### config.mk
export PLATFORM = sky130hd
export DESIGN_NAME = tlu_dut_rx_flat
export DESIGN_NICKNAME = d
export VERILOG_FILES = /design/src/rtl/tlu_dut_rx_if.sv /design/src/rtl/tlu_dut_rx.sv /design/src/flat_wrapper.sv
export SDC_FILE = /design/constraint.sdc
export NUM_CORES = 1
export LEC_CHECK = 0
export ABC_AREA = 1
export BUFFER_PORTS_ARGS = -buffer_cell sky130_fd_sc_hd__buf_2
export CORE_MARGIN = 5
export CORE_UTILIZATION = 45
export CTS_CLUSTER_SIZE = 24
export DETAILED_ROUTE_END_ITERATION = 16
export PLACE_DENSITY = 0.66
export SYNTH_ARGS = -nofsm -noshare
export SYNTH_HDL_FRONTEND = slang
export SYNTH_SLANG_ARGS = --single-unit
### constraint.sdc
create_clock -name SYS_CLK -period 2.5 [get_ports SYS_CLK]
set_input_delay 0.5 -clock SYS_CLK [delete_from_list [all_inputs] [get_ports SYS_CLK]]
set_output_delay 0.5 -clock SYS_CLK [all_outputs]
set_load 0.005 [all_outputs]
### src/rtl/tlu_dut_rx_if.sv
// tlu_dut_rx_if: TLU trigger handshake lines between master and DUT
// master drives TLU_TRIGGER/TLU_RESET, the DUT drives TLU_BUSY/TLU_CLOCK back.
interface tlu_dut_rx_if;
  logic TLU_TRIGGER;
  logic TLU_RESET;
  logic TLU_BUSY;
  logic TLU_CLOCK;
  modport master (output TLU_TRIGGER, TLU_RESET, input TLU_BUSY, TLU_CLOCK);
  modport slave (input TLU_TRIGGER, TLU_RESET, output TLU_BUSY, TLU_CLOCK);
endinterface

### src/rtl/tlu_dut_rx.sv
// tlu_dut_rx: DUT-side TLU trigger handshake receiver
// SYS_CLK/SYS_RST: sole clock, async active-high reset. ENABLE: accept new triggers.
// DUT_BUSY: local veto extending TLU_BUSY. tlu: TLU_TRIGGER/TLU_RESET in, TLU_BUSY/TLU_CLOCK out.
// TRIG_ID/TRIG_VALID: received number and its one-cycle strobe. TLU_RESET_SEEN: master reset pulse.
// TIMEOUT_ERR: sticky, set when the trigger line stays high too long after readout.
module tlu_dut_rx #(
  parameter int ID_BITS = 15,
  parameter int CLK_DIV = 4,
  parameter int TIMEOUT = 65535
) (
  input  logic               SYS_CLK,
  input  logic               SYS_RST,
  input  logic               ENABLE,
  input  logic               DUT_BUSY,
  tlu_dut_rx_if.slave        tlu,
  output logic [ID_BITS-1:0] TRIG_ID,
  output logic               TRIG_VALID,
  output logic               TLU_RESET_SEEN,
  output logic               TIMEOUT_ERR
);
  localparam int CW = CLK_DIV > 1 ? $clog2(CLK_DIV) : 1;
  localparam int BW = ID_BITS > 1 ? $clog2(ID_BITS) : 1;
  localparam int TW = $clog2(TIMEOUT + 1);
  localparam logic [CW-1:0] CMAX = CW'(CLK_DIV - 1);
  localparam logic [BW-1:0] BMAX = BW'(ID_BITS - 1);
  localparam logic [TW-1:0] TMAX = TW'(TIMEOUT);
  typedef enum logic [2:0] {IDLE, BUSY_WAIT, CLK_HI, CLK_LO, DONE, WAIT_LOW} state_t;
  state_t state, nxt;
  logic [1:0] trg_s;
  logic [2:0] rst_s;
  logic [CW-1:0] cnt;
  logic [BW-1:0] bcnt;
  logic [TW-1:0] tmo;
  logic [ID_BITS-1:0] sr;
  logic trg, last, bdone, tdone;
  assign trg = trg_s[1];
  assign last = cnt == CMAX;
  assign bdone = bcnt == BMAX;
  assign tdone = tmo == TMAX;
  always_ff @(posedge SYS_CLK or posedge SYS_RST)
    if (SYS_RST) state <= IDLE;
    else state <= nxt;
  always_comb begin
    nxt = state;
    case (state)
      IDLE:      nxt = ENABLE && trg ? BUSY_WAIT : IDLE;
      BUSY_WAIT: nxt = last ? CLK_HI : BUSY_WAIT;
      CLK_HI:    nxt = last ? CLK_LO : CLK_HI;
      CLK_LO:    nxt = !last ? CLK_LO : bdone ? DONE : CLK_HI;
      DONE:      nxt = tdone && trg ? WAIT_LOW : !trg && !DUT_BUSY ? IDLE : DONE;
      WAIT_LOW:  nxt = trg ? WAIT_LOW : IDLE;
      default:   nxt = IDLE;
    endcase
  end
  // Busy and clock are registered from the next state so they change on the transition edge.
  always_ff @(posedge SYS_CLK or posedge SYS_RST)
    if (SYS_RST) begin
      trg_s <= '0;
      rst_s <= '0;
      cnt <= '0;
      bcnt <= '0;
      tmo <= '0;
      sr <= '0;
      TRIG_ID <= '0;
      TRIG_VALID <= 1'b0;
      TLU_RESET_SEEN <= 1'b0;
      TIMEOUT_ERR <= 1'b0;
      tlu.TLU_BUSY <= 1'b0;
      tlu.TLU_CLOCK <= 1'b0;
    end else begin
      trg_s <= {trg_s[0], tlu.TLU_TRIGGER};
      rst_s <= {rst_s[1:0], tlu.TLU_RESET};
      TLU_RESET_SEEN <= rst_s[1] & ~rst_s[2];
      cnt <= nxt != state ? '0 : cnt + 1'b1;
      if (state == BUSY_WAIT) bcnt <= '0;
      else if (state == CLK_LO && last && !bdone) bcnt <= bcnt + 1'b1;
      // The master has had the whole high phase to settle the bit, so sample at its end.
      if (state == CLK_HI && last) sr[bcnt] <= trg;
      tmo <= state != DONE ? '0 : tdone ? tmo : tmo + 1'b1;
      // tmo is zero only during the first DONE cycle, which makes the strobe one cycle wide.
      TRIG_VALID <= state == DONE && tmo == '0;
      if (state == DONE && tmo == '0) TRIG_ID <= sr;
      TIMEOUT_ERR <= TIMEOUT_ERR | (state == DONE && nxt == WAIT_LOW);
      tlu.TLU_BUSY <= nxt != IDLE && nxt != WAIT_LOW;
      tlu.TLU_CLOCK <= nxt == CLK_HI;
    end
endmodule
### src/flat_wrapper.sv
// flat-port wrapper written by rule: the top's interface ports become plain ports
module tlu_dut_rx_flat 
#(
  parameter int ID_BITS = 15,
  parameter int CLK_DIV = 4,
  parameter int TIMEOUT = 65535
)
  (SYS_CLK, SYS_RST, ENABLE, DUT_BUSY, TRIG_ID, TRIG_VALID, TLU_RESET_SEEN, TIMEOUT_ERR, tlu_TLU_TRIGGER, tlu_TLU_RESET, tlu_TLU_BUSY, tlu_TLU_CLOCK);
  tlu_dut_rx_if tlu_i ();
  input  logic SYS_CLK;
  input  logic SYS_RST;
  input  logic ENABLE;
  input  logic DUT_BUSY;
  output logic [ID_BITS-1:0] TRIG_ID;
  output logic TRIG_VALID;
  output logic TLU_RESET_SEEN;
  output logic TIMEOUT_ERR;
  input wire logic [$bits(tlu_i.TLU_TRIGGER)-1:0] tlu_TLU_TRIGGER;
  input wire logic [$bits(tlu_i.TLU_RESET)-1:0] tlu_TLU_RESET;
  output wire logic [$bits(tlu_i.TLU_BUSY)-1:0] tlu_TLU_BUSY;
  output wire logic [$bits(tlu_i.TLU_CLOCK)-1:0] tlu_TLU_CLOCK;
  assign tlu_i.TLU_TRIGGER = tlu_TLU_TRIGGER;
  assign tlu_i.TLU_RESET = tlu_TLU_RESET;
  assign tlu_TLU_BUSY = tlu_i.TLU_BUSY;
  assign tlu_TLU_CLOCK = tlu_i.TLU_CLOCK;
  tlu_dut_rx #(.ID_BITS(ID_BITS), .CLK_DIV(CLK_DIV), .TIMEOUT(TIMEOUT)) u_core (.SYS_CLK(SYS_CLK), .SYS_RST(SYS_RST), .ENABLE(ENABLE), .DUT_BUSY(DUT_BUSY), .tlu(tlu_i), .TRIG_ID(TRIG_ID), .TRIG_VALID(TRIG_VALID), .TLU_RESET_SEEN(TLU_RESET_SEEN), .TIMEOUT_ERR(TIMEOUT_ERR));
endmodule
==> insert_results.sql <==
INSERT INTO impl_metrics (metric_group, metric, value, unit) VALUES
('status', 'status', 'complete, no violations', ''),
('drt', 'route.detailed.wl_per_inst', '12.87', 'um'),
('cts', 'clock_pin_slew_on_the_worst_setup_and_hold_paths', '0.08', 'ns'),
('global_routing', 'gr-total-overflow', '0', ''),
('drt', 'detail_route.drc_violations', '0', ''),
('sta', 'final.min_clock_period', '1.910', 'ns'),
('cts', 'numCtsBuffers', '9', ''),
('pwr', 'p_leak', '1.845', 'nW'),
('global_routing', 'grt_most_used_layer', 'met1', ''),
('cts', 'post-cts-setup-buffer-count', '0', ''),
('global_routing', 'grt_pass1_vias', '2218', ''),
('run', 'cap_violations', '0', ''),
('critical_path', 'critical_path_class', 'flop to flop', ''),
('synth', 'syn_avg_cell_area', '8.829', 'um2'),
('cts', 'clock_latency_at_the_later_pin_of_the_worst_skew_pair', '0.34', 'ns'),
('floorplanning', 'die_area', '8669', 'um2'),
('sta', 'finalHoldViolations', '0', ''),
('sta', 'final-setup-viol-count', '0', ''),
('synth', 'synth_nets', '365', ''),
('placement', 'place.detailed.hpwl', '4390', 'um'),
('global_routing', 'grt_use_total', '15.49', '%'),
('sta', 'rsz_0062_raised_after_global_routing', 'no', ''),
('cts', 'number_of_resized_instances_in_the_post_cts_repair_step', '0', ''),
('placement', 'placedCellCount', '454', ''),
('pwr', 'share_comb_of_total_power', '13.3', '%'),
('global_routing', 'initial_antenna_violation_count', '0', ''),
('min_path', 'min-delay-path-class', 'input pin to asynchronous set/reset pin', ''),
('sta', 'slew_viol_final', '0', ''),
('global_routing', 'global_route.usage.met2', '22.08', '%'),
('global_routing', 'grt_max_degree', '45', ''),
('floorplanning', 'fp.coreArea', '6756', 'um2'),
('cts', 'buffer_depth_of_the_longest_clock_path', '2', ''),
('global_routing', 'grt_first_pass_wirelength', '10560', 'um'),
('synth', 'synth_warnings', '0', ''),
('global_routing', 'use_met3', '4.183', '%'),
('drt', 'vias_per_cell', '5.085', ''),
('drt', 'via_count', '2390', ''),
('critical_path', 'worst-endpoint-required', '2.78', 'ns'),
('synth', 'netlist_area', '3108', 'um2'),
('pwr', 'internal-power', '1.681', 'mW'),
('critical_path', 'startpoint_type', 'flop', ''),
('sta', 'slew_headroom', '60.69', '%'),
('floorplanning', 'die-width', '93.11', 'um'),
('floorplanning', 'placement_rows', '30', ''),
('sta', 'layout_setup_ws', '0.5899', 'ns'),
('critical_path', 'kind_of_end_point_of_the_critical_path', 'flop', ''),
('finish', 'nets', '398', ''),
('finish', 'final_cell_count_no_fill', '470', ''),
('synth', 'syn_inst', '352', ''),
('cts', 'post_cts_hold_buffer_count', '0', ''),
('drt', 'drt_first_pass_iters', '4', ''),
('cts', 'root_buffer', 'sky130_fd_sc_hd__clkbuf_8', ''),
('global_routing', 'globalRouteMet1Util', '22.11', '%'),
('drt', 'routed_wl', '6047', 'um'),
('cts', 'htree_num_levels', '3', ''),
('pwr', 'clock_power_share', '38.1', '%'),
('critical_path', 'arrival', '2.19', 'ns'),
('sta', 'timing.setup.tns', '0', 'ns'),
('pwr', 'netSwitchingPower', '683.7', 'uW'),
('sta', 'fin_skew', '0.007249', 'ns'),
('finish', 'layout_cell_share_with_drive_strength_beyond_1', '17.69', '%'),
('cts', 'cts.sinks', '65', ''),
('pwr', 'share_seq_of_total_power', '48.6', '%'),
('pwr', 'peakVddDrop', '389.3', 'uV'),
('synth', 'synthDistinctLibCells', '33', ''),
('placement', 'place_ws', '0.5906', 'ns'),
('cts', 'cts_tree', 'done', ''),
('sta', 'min_period_over_period', '76.40', '%'),
('pwr', 'power.share.switching', '28.91', '%'),
('placement', 'numPortBuffers', '25', ''),
('finish', 'antenna-diode-count', '0', ''),
('floorplanning', 'die_height', '93.11', 'um'),
('floorplanning', 'boundaryPins', '26', ''),
('placement', 'place_congestion', '0.8561', ''),
('sta', 'maxClockFrequency', '0.5235', 'GHz'),
('critical_path', 'worstPathMaxFanout', '16', ''),
('floorplanning', 'initial_utilization', '46.00', '%'),
('drt', 'antenna_violating_nets_post_route', '0', ''),
('pwr', 'power.density_cell_area', '670.1', 'nW/um2'),
('finish', 'layout-area-overhead-vs-synth', '13.57', '%'),
('synth', 'synth_seq_cells', '65', ''),
('drt', 'drt_iter0_markers', '187', ''),
('pwr', 'power.total', '2.365', 'mW'),
('sta', 'worstMarginPinSlew', '0.5878', 'ns'),
('synth', 'synth-seq-area-share', '52.33', '%');
-- worst max-delay path, stage by stage (launching register included) --
cell                      delay [ns]
sky130_fd_sc_hd__dfrtp_1        0.40
sky130_fd_sc_hd__inv_1          0.10
sky130_fd_sc_hd__ha_1           0.15
sky130_fd_sc_hd__inv_1          0.06
sky130_fd_sc_hd__nor4_1         0.29
sky130_fd_sc_hd__nand3_2        0.15
sky130_fd_sc_hd__nor3_4         0.48
sky130_fd_sc_hd__nand2_1        0.13
sky130_fd_sc_hd__nand2_1        0.08
-- layout by cell type (no fill, tap or decap), types with 3 or more instances in the layout --
cell type / instances
sky130_fd_sc_hd__dfrtp_1: 65
sky130_fd_sc_hd__nand2_1: 83
sky130_fd_sc_hd__nor3b_1: 3
sky130_fd_sc_hd__nor2_8: 4
sky130_fd_sc_hd__inv_1: 42
sky130_fd_sc_hd__a21oi_1: 13
sky130_fd_sc_hd__nand4_1: 9
sky130_fd_sc_hd__nor4_1: 3
sky130_fd_sc_hd__clkbuf_8: 9
sky130_fd_sc_hd__o21ai_0: 15
sky130_fd_sc_hd__nor3_1: 9
sky130_fd_sc_hd__nand3_1: 20
sky130_fd_sc_hd__ha_1: 7
sky130_fd_sc_hd__nand3_2: 5
sky130_fd_sc_hd__buf_2: 25
sky130_fd_sc_hd__a211oi_1: 4
sky130_fd_sc_hd__inv_2: 8
sky130_fd_sc_hd__a31oi_1: 10
sky130_fd_sc_hd__nor2_1: 29
-- synthesized netlist by cell type --
cell type / number / area (um2)
sky130_fd_sc_hd__buf_2: 2 / 10.01
sky130_fd_sc_hd__inv_1: 43 / 161.4
sky130_fd_sc_hd__a21oi_1: 13 / 65.06
sky130_fd_sc_hd__nand2_1: 83 / 311.6
sky130_fd_sc_hd__nor3_2: 2 / 20.02
sky130_fd_sc_hd__o31ai_1: 2 / 15.01
sky130_fd_sc_hd__nor2_8: 4 / 80.08
sky130_fd_sc_hd__nand2_2: 2 / 12.51
sky130_fd_sc_hd__xor2_1: 2 / 17.52
sky130_fd_sc_hd__dfrtp_1: 65 / 1627
sky130_fd_sc_hd__nor3_1: 9 / 45.04
sky130_fd_sc_hd__nand3_2: 5 / 50.05
sky130_fd_sc_hd__inv_4: 1 / 6.260
sky130_fd_sc_hd__a31oi_1: 10 / 62.56
sky130_fd_sc_hd__a211oi_1: 4 / 30.03
sky130_fd_sc_hd__nor2_4: 2 / 22.52
sky130_fd_sc_hd__a221oi_1: 1 / 8.760
sky130_fd_sc_hd__nor3b_1: 3 / 22.52
sky130_fd_sc_hd__clkbuf_1: 1 / 3.750
sky130_fd_sc_hd__ha_1: 7 / 87.58
sky130_fd_sc_hd__nor3_4: 1 / 16.27
sky130_fd_sc_hd__o21ai_1: 2 / 10.01
sky130_fd_sc_hd__nor2_1: 29 / 108.9
sky130_fd_sc_hd__nand3_1: 20 / 100.1
sky130_fd_sc_hd__o211ai_1: 1 / 7.510
sky130_fd_sc_hd__o21ai_0: 15 / 75.07
sky130_fd_sc_hd__or2_2: 1 / 6.260
sky130_fd_sc_hd__nand4_1: 9 / 56.30
sky130_fd_sc_hd__buf_6: 1 / 11.26
sky130_fd_sc_hd__nor2_2: 1 / 6.260
sky130_fd_sc_hd__or2_1: 1 / 6.260
sky130_fd_sc_hd__inv_2: 7 / 26.28
sky130_fd_sc_hd__nor4_1: 3 / 18.77
-- through the flow --
step,cell area (um2),hold WS (ns),util (%)
floorplan,3108,0.3312,-
global placement,3328,0.3343,49.26
detailed placement,3328,0.3364,49.26
CTS,3530,0.1884,52.24
global route,3530,0.2066,52.24
finish,3530,0.1814,52.24
-- worst paths after layout --
path	start	depth (start not counted)	end	slack, ns
worst min register to register	u_core.trg_s[0]	0	u_core.trg_s[1]	0.35
min in group SYS_CLK	tlu_TLU_TRIGGER	1	u_core.trg_s[0]	0.26
max in group asynchronous	SYS_RST	3	u_core.TRIG_ID[6]	1.72
worst max register to register	u_core.tmo[0]	8	u_core.TRIG_ID[14]	0.59
worst min-delay path	SYS_RST	2	u_core.cnt[1]	0.18
worst max-delay path	u_core.tmo[0]	8	u_core.TRIG_ID[14]	0.59
-- power groups by stage --
stage               combinational [mW]  sequential, mW  clock (mW)
global route                     0.367            1.16       0.988
global placement                 0.314            1.17           0
detailed placement               0.323            1.17           0
finish                           0.314            1.15       0.901
CTS                              0.324            1.15       0.933
floorplan                        0.245            1.16           0
-- state kept, by name, summed over array words and instances (netlist names) --
register,flops
u_core.TLU_RESET_SEEN,1
u_core.TIMEOUT_ERR,1
u_core.TRIG_VALID,1
u_core.trg_s,2
u_core.sr,15
u_core.rst_s,3
u_core.bcnt,4
u_core.TRIG_ID,15
u_core.state,3
u_core.tlu.TLU_CLOCK,1
u_core.tmo,16
u_core.cnt,2
u_core.tlu.TLU_BUSY,1
-- final cells by class --
cell class,instances,area (um2)
Timing Repair Buffer,26,145.1
Fill cell,608,3227
Multi-Input combinational cell,232,1262
Tap cell,80,100.1
Clock buffer,9,123.9
Clock inverter,7,77.57
Inverter,51,193.9
Sequential cell,65,1627
-- logic make-up after synthesis --
| logic type | count (synthesis) | share of synthesized area [%] |
|---|---|---|
| simple gates | 175 | 28.42 |
| flops | 65 | 52.33 |
| buf+inv | 55 | 7.045 |
| compound gates | 48 | 8.816 |
| fa+ha+maj | 7 | 2.818 |
| xor+xnor | 2 | 0.5637 |
-- layer usage --
| layer | wire length (um) | vias up |
|---|---|---|
| li1 | - | 1226 |
| met1 | 3042 | 1106 |
| met2 | 2625 | 47 |
| met3 | 260 | 11 |
| met4 | 119 | 0 |
| met5 | 0 | - |
No activity file was read; power rests on OpenSTA's default activity.
